$ cat src/rtl/loader_pkg.sv
// Shared definitions for the UART program loader: loader FSM state
// encoding, the default frame header byte and the baud divider helper.
package loader_pkg;

    // Loader FSM state encoding (3 bits)
    localparam logic [2:0] ST_IDLE     = 3'd0;
    localparam logic [2:0] ST_WAIT_HDR = 3'd1;
    localparam logic [2:0] ST_GET_CNT  = 3'd2;
    localparam logic [2:0] ST_GET_DATA = 3'd3;
    localparam logic [2:0] ST_GET_SUM  = 3'd4;
    localparam logic [2:0] ST_DONE     = 3'd5;
    localparam logic [2:0] ST_ERROR    = 3'd6;

    // Frame start byte used unless the top is told otherwise
    localparam logic [7:0] DEFAULT_HDR = 8'hA5;

    // Clock cycles per serial bit, truncated; callers need a result >= 8
    function automatic int calc_div(input int clk_hz, input int baud);
        return clk_hz / baud;
    endfunction

endpackage

$ cat src/rtl/uart_rx.sv
// 8N1 UART receiver: 2-FF synchroniser, start-bit glitch rejection at
// half a bit, mid-bit sampling, one-cycle byte / framing-error pulses.
module uart_rx
    import loader_pkg::*;
#(
    parameter int CLK_HZ = 50000000,
    parameter int BAUD   = 115200
) (
    input  logic       iCLK,
    input  logic       iRST_N,
    input  logic       iRXD,
    output logic [7:0] oBYTE,
    output logic       oVALID,
    output logic       oFERR
);
    localparam int DIV   = calc_div(CLK_HZ, BAUD);
    localparam int CNT_W = $clog2(DIV);
    localparam logic [CNT_W-1:0] DIV_M1  = CNT_W'(DIV - 1);
    localparam logic [CNT_W-1:0] HALF_M1 = CNT_W'(DIV / 2 - 1);

    localparam logic [2:0] RX_IDLE  = 3'd0;
    localparam logic [2:0] RX_START = 3'd1;
    localparam logic [2:0] RX_DATA  = 3'd2;
    localparam logic [2:0] RX_STOP  = 3'd3;
    localparam logic [2:0] RX_WAIT  = 3'd4;

    logic             rx_s1, rx_s2, rx_prev;
    logic [2:0]       rx_state;
    logic [CNT_W-1:0] cnt;
    logic [2:0]       bit_idx;
    logic [7:0]       shreg;

    // Synchronise the raw line and keep the previous synced value for edge detection
    always_ff @(posedge iCLK or negedge iRST_N) begin
        if (!iRST_N) begin
            rx_s1   <= 1'b1;
            rx_s2   <= 1'b1;
            rx_prev <= 1'b1;
        end else begin
            rx_s1   <= iRXD;
            rx_s2   <= rx_s1;
            rx_prev <= rx_s2;
        end
    end

    // Bit-timing state machine: start check, 8 data bits LSB-first, stop bit
    always_ff @(posedge iCLK or negedge iRST_N) begin
        if (!iRST_N) begin
            rx_state <= RX_IDLE;
            cnt      <= '0;
            bit_idx  <= '0;
            shreg    <= '0;
            oBYTE    <= '0;
            oVALID   <= 1'b0;
            oFERR    <= 1'b0;
        end else begin
            oVALID <= 1'b0;
            oFERR  <= 1'b0;
            case (rx_state)
                RX_IDLE: begin
                    if (rx_prev && !rx_s2) begin
                        rx_state <= RX_START;
                        cnt      <= '0;
                    end
                end
                RX_START: begin
                    // A line already back high at mid start bit is a glitch
                    if (cnt == HALF_M1) begin
                        cnt      <= '0;
                        bit_idx  <= '0;
                        rx_state <= rx_s2 ? RX_IDLE : RX_DATA;
                    end else begin
                        cnt <= cnt + 1'b1;
                    end
                end
                RX_DATA: begin
                    if (cnt == DIV_M1) begin
                        cnt     <= '0;
                        shreg   <= {rx_s2, shreg[7:1]};
                        bit_idx <= bit_idx + 1'b1;
                        if (bit_idx == 3'd7) rx_state <= RX_STOP;
                    end else begin
                        cnt <= cnt + 1'b1;
                    end
                end
                RX_STOP: begin
                    if (cnt == DIV_M1) begin
                        cnt <= '0;
                        if (rx_s2) begin
                            oBYTE    <= shreg;
                            oVALID   <= 1'b1;
                            rx_state <= RX_IDLE;
                        end else begin
                            oFERR    <= 1'b1;
                            rx_state <= RX_WAIT;
                        end
                    end else begin
                        cnt <= cnt + 1'b1;
                    end
                end
                RX_WAIT: begin
                    // Re-arm only once the line has returned to idle
                    if (rx_s2) rx_state <= RX_IDLE;
                end
                default: rx_state <= RX_IDLE;
            endcase
        end
    end

endmodule

$ cat src/rtl/uart_prog_loader.sv
// Serial program loader: parses HDR, word count N (0 = 256), N big-endian
// 32-bit words and an XOR checksum, writes each word to instruction RAM and
// holds the CPU until a frame has loaded with a good checksum.
// ADDR_W must be at least 8 so that a 256-word frame fits.
module uart_prog_loader
    import loader_pkg::*;
#(
    parameter int         CLK_HZ = 50000000,
    parameter int         BAUD   = 115200,
    parameter int         ADDR_W = 8,
    parameter logic [7:0] HDR    = DEFAULT_HDR
) (
    input  logic              iCLK,
    input  logic              iRST_N,
    input  logic              iRXD,
    input  logic              iLOAD_EN,
    output logic              oWE,
    output logic [ADDR_W-1:0] oADDR,
    output logic [31:0]       oDATA,
    output logic              oCPU_HOLD,
    output logic              oBUSY,
    output logic              oDONE,
    output logic              oERR,
    output logic [ADDR_W:0]   oWORD_CNT
);
    localparam int CNT_W = ADDR_W + 1;

    logic [7:0]       rx_byte;
    logic             rx_valid, rx_ferr;
    logic [2:0]       state;
    logic [CNT_W-1:0] n_words;
    logic [CNT_W-1:0] cnt_next;
    logic [31:0]      word_sh;
    logic [7:0]       acc;
    logic [1:0]       byte_idx;
    logic             we_q;
    logic             in_frame;

    uart_rx #(
        .CLK_HZ (CLK_HZ),
        .BAUD   (BAUD)
    ) u_rx (
        .iCLK   (iCLK),
        .iRST_N (iRST_N),
        .iRXD   (iRXD),
        .oBYTE  (rx_byte),
        .oVALID (rx_valid),
        .oFERR  (rx_ferr)
    );

    // A write due in the same cycle that load enable drops is suppressed
    assign oWE       = we_q & iLOAD_EN;
    assign oCPU_HOLD = (state != ST_IDLE) && (state != ST_DONE);
    assign oBUSY     = (state == ST_GET_CNT) || (state == ST_GET_DATA) || (state == ST_GET_SUM);
    assign in_frame  = (state == ST_WAIT_HDR) || oBUSY;
    assign cnt_next  = oWORD_CNT + 1'b1;

    // Loader FSM, word assembler, checksum and word counter
    always_ff @(posedge iCLK or negedge iRST_N) begin
        if (!iRST_N) begin
            state     <= ST_IDLE;
            n_words   <= '0;
            word_sh   <= '0;
            acc       <= '0;
            byte_idx  <= '0;
            we_q      <= 1'b0;
            oADDR     <= '0;
            oDATA     <= '0;
            oDONE     <= 1'b0;
            oERR      <= 1'b0;
            oWORD_CNT <= '0;
        end else begin
            we_q <= 1'b0;
            if (!iLOAD_EN) begin
                // Abort: partial word dropped, sticky flags and count kept
                state <= ST_IDLE;
            end else if (rx_ferr && in_frame) begin
                state <= ST_ERROR;
                oERR  <= 1'b1;
            end else begin
                case (state)
                    ST_IDLE: begin
                        state     <= ST_WAIT_HDR;
                        oDONE     <= 1'b0;
                        oERR      <= 1'b0;
                        oWORD_CNT <= '0;
                    end
                    ST_WAIT_HDR: begin
                        if (rx_valid && rx_byte == HDR) state <= ST_GET_CNT;
                    end
                    ST_GET_CNT: begin
                        if (rx_valid) begin
                            n_words  <= (rx_byte == 8'd0) ? CNT_W'(256) : CNT_W'(rx_byte);
                            acc      <= '0;
                            byte_idx <= '0;
                            state    <= ST_GET_DATA;
                        end
                    end
                    ST_GET_DATA: begin
                        if (we_q) begin
                            oWORD_CNT <= cnt_next;
                            if (cnt_next == n_words) state <= ST_GET_SUM;
                        end
                        if (rx_valid) begin
                            word_sh  <= {word_sh[23:0], rx_byte};
                            acc      <= acc ^ rx_byte;
                            byte_idx <= byte_idx + 1'b1;
                            if (byte_idx == 2'd3) begin
                                we_q  <= 1'b1;
                                oADDR <= oWORD_CNT[ADDR_W-1:0];
                                oDATA <= {word_sh[23:0], rx_byte};
                            end
                        end
                    end
                    ST_GET_SUM: begin
                        if (rx_valid) begin
                            if (rx_byte == acc) begin
                                state <= ST_DONE;
                                oDONE <= 1'b1;
                            end else begin
                                state <= ST_ERROR;
                                oERR  <= 1'b1;
                            end
                        end
                    end
                    ST_DONE, ST_ERROR: begin
                        // Held until load enable drops
                    end
                    default: state <= ST_IDLE;
                endcase
            end
        end
    end

endmodule

$ cat config.mk
export PLATFORM = sky130hd
export DESIGN_NAME = uart_prog_loader
export DESIGN_NICKNAME = d
export VERILOG_FILES = /design/src/rtl/loader_pkg.sv /design/src/rtl/uart_rx.sv /design/src/rtl/uart_prog_loader.sv
export SDC_FILE = /design/constraint.sdc
export NUM_CORES = 1
export LEC_CHECK = 0
export CAP_MARGIN = 20
export CORE_MARGIN = 2
export CORE_UTILIZATION = 37
export DETAILED_ROUTE_END_ITERATION = 6
export PLACE_DENSITY = 0.63
export SYNTH_ARGS = -nofsm -noshare
export SYNTH_HDL_FRONTEND = slang
export SYNTH_SLANG_ARGS = --single-unit
export TNS_END_PERCENT = 20
$ cat constraint.sdc
create_clock -name iCLK -period 2.1 [get_ports iCLK]
set_input_delay 0.42 -clock iCLK [delete_from_list [all_inputs] [get_ports iCLK]]
set_output_delay 0.42 -clock iCLK [all_outputs]
set_load 0.05 [all_outputs]
* Word level (Yosys, flattened, before mapping)
Index checks and enable logic that the tools add are counted.
** Cells by class
- Add/subtract/negate cells :: 4
- $mul :: 0
- Divide/modulo/power cells :: 0
- Order comparisons :: 0
- Eq/ne operators :: 37
- Shift operators :: 0
- Muxes and demuxes :: 52
- Bitwise logic cells :: 3
- Reductions and logical operators :: 33
** Operators with widths (number)
- two-way mux 3 bit :: 16
- two-way mux 9 bit :: 5
- case mux 9 bit (3 select lines) :: 1
- != test 2 x 1 -> 1 bit, second input constant :: 10
- adder 9 x 1 -> 9 bit, second input constant :: 2
- case mux 3 bit (6 select lines) :: 1
- case mux 9 bit (2 select lines) :: 1
- two-way mux 1 bit :: 16
- two-way mux 8 bit :: 2
- != test 4 x 2 -> 1 bit, second input constant :: 4
- case mux 8 bit (2 select lines) :: 1
- AND reduction 4 bit :: 4
- equality test 3 bit, second input constant :: 5
- case mux 3 bit (5 select lines) :: 1
- AND reduction 5 bit :: 3
- equality test 3 x 2 -> 1 bit, second input constant :: 4
- AND reduction 6 bit :: 2
- equality test 9 x 8 -> 1 bit, second input constant :: 1
- equality test 9 bit :: 1
- equality test 9 bit, second input constant :: 1
- != test 3 bit, second input constant :: 3
- nonzero test 3 bit :: 3
- equality test 8 bit :: 1
- equality test 8 bit, second input constant :: 1
- other kinds (23) :: 40
** Word-level totals
- Register bits :: 134
- Latch bits :: 0
- Bits in writable memories :: 0
- Memory bits (read-only) :: 0
- Word-level logic and storage cells :: 150
- Memories kept :: 0

* Depth between registers and ports, before layout
- Depth in word-level cells :: 7
- Depth in mapped cells :: 9
- Mapped depth without buffers :: 8

* By module
From an unflattened synthesis, not the netlist that was laid out.
** Second synthesis, totals
- Cell total of the unflattened synthesis :: 529
- Area total of the unflattened synthesis :: 6213.5 um^2
** Modules (own cells, without submodules)
- uart_prog_loader :: times used 1, cells an instance 375, area an instance 4443.0 um^2, seq. area each 2452.4 um^2
- uart_rx :: times used 1, cells an instance 154, area an instance 1770.4 um^2, seq. area each 904.6 um^2

* Worst setup path before layout
Ideal clock, no wire load.
- Path type :: reg2reg
- From :: register oWORD_CNT[0]
- To :: register state[0]
- Setup time :: 0.134 ns
- Arrival :: 2.004 ns
- Data required time :: 1.966 ns
- Setup slack :: -0.038 ns
- Stages on the path, launching flop included :: 8
- Buffers on the path :: 0
- Period minus slack after synthesis :: 2.138 ns
- Cell sequence :: dfrtp_1 ha_1 and3_1 and3_1 xnor2_1 o2111ai_1 o21ai_0 a31oi_1
** On the way
- Cells in the longest elaborated chain, start to end :: 4
** Ends and longest elaborated chain
- start, declared :: RTL line uart_prog_loader.sv:24 : output logic [ADDR_W:0] oWORD_CNT
- start signal, assigned :: RTL line uart_prog_loader.sv:101 : oWORD_CNT <= cnt_next;
- adder 9 x 1 -> 9 bit :: RTL line uart_prog_loader.sv:56 : assign cnt_next = oWORD_CNT + 1'b1;
- equality test 9 bit :: RTL line uart_prog_loader.sv:102 : if (cnt_next == n_words) state <= ST_GET_SUM;
- != test 4 x 2 -> 1 bit (no line)
- AND reduction 6 bit (no line)
- end signal, assigned :: RTL line uart_prog_loader.sv:61 : state <= ST_IDLE;
- end signal, assigned :: RTL line uart_prog_loader.sv:102
- end signal, assigned :: RTL line uart_prog_loader.sv:118 : state <= ST_DONE;
- end, declared :: RTL line uart_prog_loader.sv:30 : logic [2:0] state;
Every way passes these cells.
A chain may end at the register's enable or synchronous reset.

* Final worst setup path
- From :: register oERR
- To :: output oERR
** RTL lines
- start, declared :: RTL line uart_prog_loader.sv:23 : output logic oERR,
- start signal, assigned :: RTL line uart_prog_loader.sv:70 : oERR <= 1'b0;
- start signal, assigned :: RTL line uart_prog_loader.sv:79 : oERR <= 1'b1;
- start signal, assigned :: RTL line uart_prog_loader.sv:85 : oERR <= 1'b0;
No word-level cell between the ends.

==> key figures <==
Route
  • DRT Wirelength: 12700 um
  • Initial DRC Count: 145
  • Vias after detailed routing: 4218
  • DR vias/cell: 5.03
  • Pre-antenna DRT Iters: 4
  • DRT antenna net count: 0
  • WL/cell: 15.1 um
  • Post-route DRC: 0

Clocking
  • Cts bufs inserted: 17
  • Register clock-pin slew on the reported worst setup and hold paths: 0.06 ns
  • CTS tree: done
  • Clk root buf: clkbuf_16
  • Htree depth: 4
  • CTS sink count: 134
  • Clock buffer depth: 2
  • Worst skew pair latency: 0.42 ns

Setup path
  • Worst path max stage delay: roughly 0.8 ns
  • Crit start category: flop
  • Critical Path AT: roughly 1.6 ns
  • Crit-path slowest cell: clkdlybuf4s50_1
  • CP Cell Sequence: clkdlybuf4s50_1
  • Crit path max-delay family: buffers and inverters
  • Crit path capture type: primary output
  • Bufs and invs on worst path: 1
  • CP max FO: 3
  • Critical Setup Path Class: reg -> out
  • Critical path depth in cells: 1
  • WP data required: approximately 1.7 ns
  • R2R depth: 8

Yosys
  • Post-Syn Area: 0.00612 sq mm
  • Sequential element share of the synthesized area: 0.549
  • Unique masters post-synth: 53
  • EDFF count, synth: 0
  • Post-synth top flop: dfrtp_1
  • Average cell area after synthesis: approximately 12 sq um
  • Post-Syn Nets: 540
  • Post-Syn Instances: 529
  • Fraction of registers with async set/reset: 1.00
  • Count of state elements after synthesis: 134
  • Number of synthesis warnings: 0

Timing
  • Rel. slew slack: 0.661
  • Post-route minimum period: 2.02 ns
  • Final-report hold violation count: 0
  • Setup repair after global routing missed its margin: true
  • Max Fclk: 496 MHz
  • Slew @ Worst Pin: between 0.5 and 0.6 ns
  • Final Max Tran Viols: 0
  • Tcrit/Tclk final: 0.961
  • Final setup viols: 0
  • Clk_skew: 0.00646 ns
  • Setup Total Neg Slack: 0 ns

Job
  • Max-Cap Viols: 0

Finish
  • Synthesis-to-layout area growth: 26.9%
  • Share of cells above drive strength 1: 0.275
  • Nets: 616
  • # diodes: 0

Floorplan
  • Die area: between 0.015 and 0.02 sq mm
  • CORE AREA: between 0.015 and 0.02 sq mm
  • Overall die width: roughly 130 um
  • DIE HEIGHT: 133 um
  • Initial Util: 0.374
  • Row Count: 47
  • IO Count: 58

Global route
  • Global route overflow: 0
  • Pin count of the biggest net entering global routing: 44
  • Vias in the first global route: 4273
  • Wire length of the first global-routing pass: about 22000 um
  • Initial antenna violation count: 0
  • Gr usage total: 0.153

Placed design
  • RD Place Congestion: 0.859
  • PortBufs: 57
  • DP HPWL: 8700 um

Pwr
  • Worst VDD drop: 869 uV
  • Design Power: 6.89 mW
  • Power per cell area: 888 mW/mm^2
  • Leak: between 3 and 4 nW

Outcome
  • Status: finished, final reports clean

Hold path
  • Worst hold-check path type: reg -> reg
  • Hold Path Stages: 0
-- flip-flops by register name (all words and copies together), names as in the netlist, 3 cells and up --
| name | flops |
|---|---|
| acc | 8 |
| oADDR | 8 |
| word_sh | 24 |
| oWORD_CNT | 9 |
| oDATA | 32 |
| u_rx.cnt | 9 |
| u_rx.bit_idx | 3 |
| u_rx.rx_state | 3 |
| u_rx.oBYTE | 8 |
| n_words | 9 |
| u_rx.shreg | 8 |
| state | 3 |
-- final timing paths --
| path | slack (ns) | startpoint | end |
|---|---|---|---|
| worst max-delay path | 0.08 | oERR | oERR |
| worst min-delay path | 0.36 | u_rx.rx_s1 | u_rx.rx_s2 |
| worst max register to register | 0.09 | u_rx.cnt[0] | u_rx.rx_state[1] |
| worst min register to register | 0.36 | u_rx.rx_s1 | u_rx.rx_s2 |
| max in group asynchronous | 0.85 | iRST_N | oDATA[22] |
| min in group asynchronous | 0.50 | iRST_N | oDATA[16] |
-- where the power goes --
group / switching, mW / total, mW / internal (mW)
clock network: 1.14 / 3.05 / 1.91
registers: 0.0963 / 2.76 / 2.66
logic: 0.633 / 1.08 / 0.448
-- layout make-up --
cell class / instances / area, sq um
Clock inverter: 14 / 178
Timing Repair Buffer: 86 / 870
Fill cell: 1517 / 8580
Sequential cell: 134 / 3360
Tap cell: 220 / 275
Clock buffer: 18 / 439
Inverter: 11 / 41.3
Multi-Input combinational cell: 355 / 2600
-- timing repair --
| action | in CTS | in global routing |
|---|---|---|
| pin swaps | 1 | 0 |
| buffers inserted | 1 | 0 |
| setup endpoints to repair | 6 | 8 |
| hold endpoints to repair | 26 | 0 |
| hold buffers | 1 | 0 |
| gates resized for setup | 5 | 5 |
-- layer usage --
metal  GRT usage  up-vias  share of wire
met1       0.197     2095           0.45
li1            -     2025              -
met3      0.0375       17          0.039
met4      0.0562        0          0.017
met2       0.253       81           0.49
met5           0        -              0
-- Yosys cell counts, types with 2 or more instances --
cell | instances | area, sq um
nor3b_1 | 8 | 60.1
o21ai_1 | 2 | 10.0
nand2b_1 | 10 | 62.6
ha_1 | 7 | 87.6
xnor2_1 | 5 | 43.8
nor3_1 | 4 | 20.0
and2_1 | 4 | 25.0
mux2_2 | 86 | 968
nand4_1 | 2 | 12.5
o22ai_1 | 2 | 12.5
o21ai_0 | 50 | 250
o31ai_1 | 8 | 60.1
dfstp_2 | 3 | 78.8
a22o_1 | 2 | 17.5
a21o_1 | 2 | 15.0
xor2_1 | 13 | 114
buf_2 | 10 | 50.1
nand2_1 | 43 | 161
and3_1 | 10 | 62.6
o21a_1 | 2 | 15.0
nor2b_1 | 15 | 93.8
clkbuf_1 | 17 | 63.8
o41ai_1 | 4 | 35.0
or2_2 | 2 | 12.5
nor4_1 | 4 | 25.0
a31oi_1 | 5 | 31.3
inv_1 | 11 | 41.3
and2b_1 | 2 | 15.0
a31o_2 | 2 | 17.5
nand3_1 | 12 | 60.1
dfrtp_1 | 131 | 3280
mux2i_1 | 3 | 30.0
o32ai_1 | 2 | 17.5
a21oi_1 | 4 | 20.0
nor2_1 | 24 | 90.1
-- cell usage in the layout, fill, tap and decap left out, drive strengths merged, types with 3 or more instances in the layout --
cell / n
a21oi: 4
a31oi: 5
and2: 4
and3: 11
buf: 35
bufinv: 3
clkbuf: 18
clkdlybuf4s50: 44
clkinv: 6
clkinvlp: 4
dfrtp: 131
dfstp: 3
dlygate4sd2: 5
ha: 7
inv: 12
mux2: 86
mux2i: 3
nand2: 44
nand2b: 10
nand3: 13
nor2: 25
nor2b: 15
nor3: 4
nor3b: 8
nor4: 4
o21ai: 52
o31ai: 8
o41ai: 4
or2: 3
xnor2: 5
xor2: 13
-- metrics by stage --
step | cells | util | hold WS [ns] | setup WS [ns] | instance area, sq um
global placement | 804 | 0.435 | 0.346 | 0.125 | 7120
CTS | 838 | 0.474 | 0.360 | 0.0196 | 7750
detailed placement | 804 | 0.435 | 0.350 | 0.00388 | 7120
global route | 838 | 0.475 | 0.361 | -0.00909 | 7760
floorplan | 529 | - | 0.124 | 0.00206 | 6120
finish | 838 | 0.475 | 0.358 | 0.0824 | 7760
-- kinds of logic (layout without fill, tap and decap cells) --
logic type,count (synthesis),after routing,share of synthesized area
adders and majority gates,7,7,0.0143
buffers and inverters,40,129,0.0278
DFF,134,134,0.549
AOI/OAI and AO/OA,91,91,0.0910
xor gates and xnor gates,18,18,0.0258
muxes,89,89,0.163
and+or+nand+nor,150,150,0.129
Power figures use the tool's default switching activity.
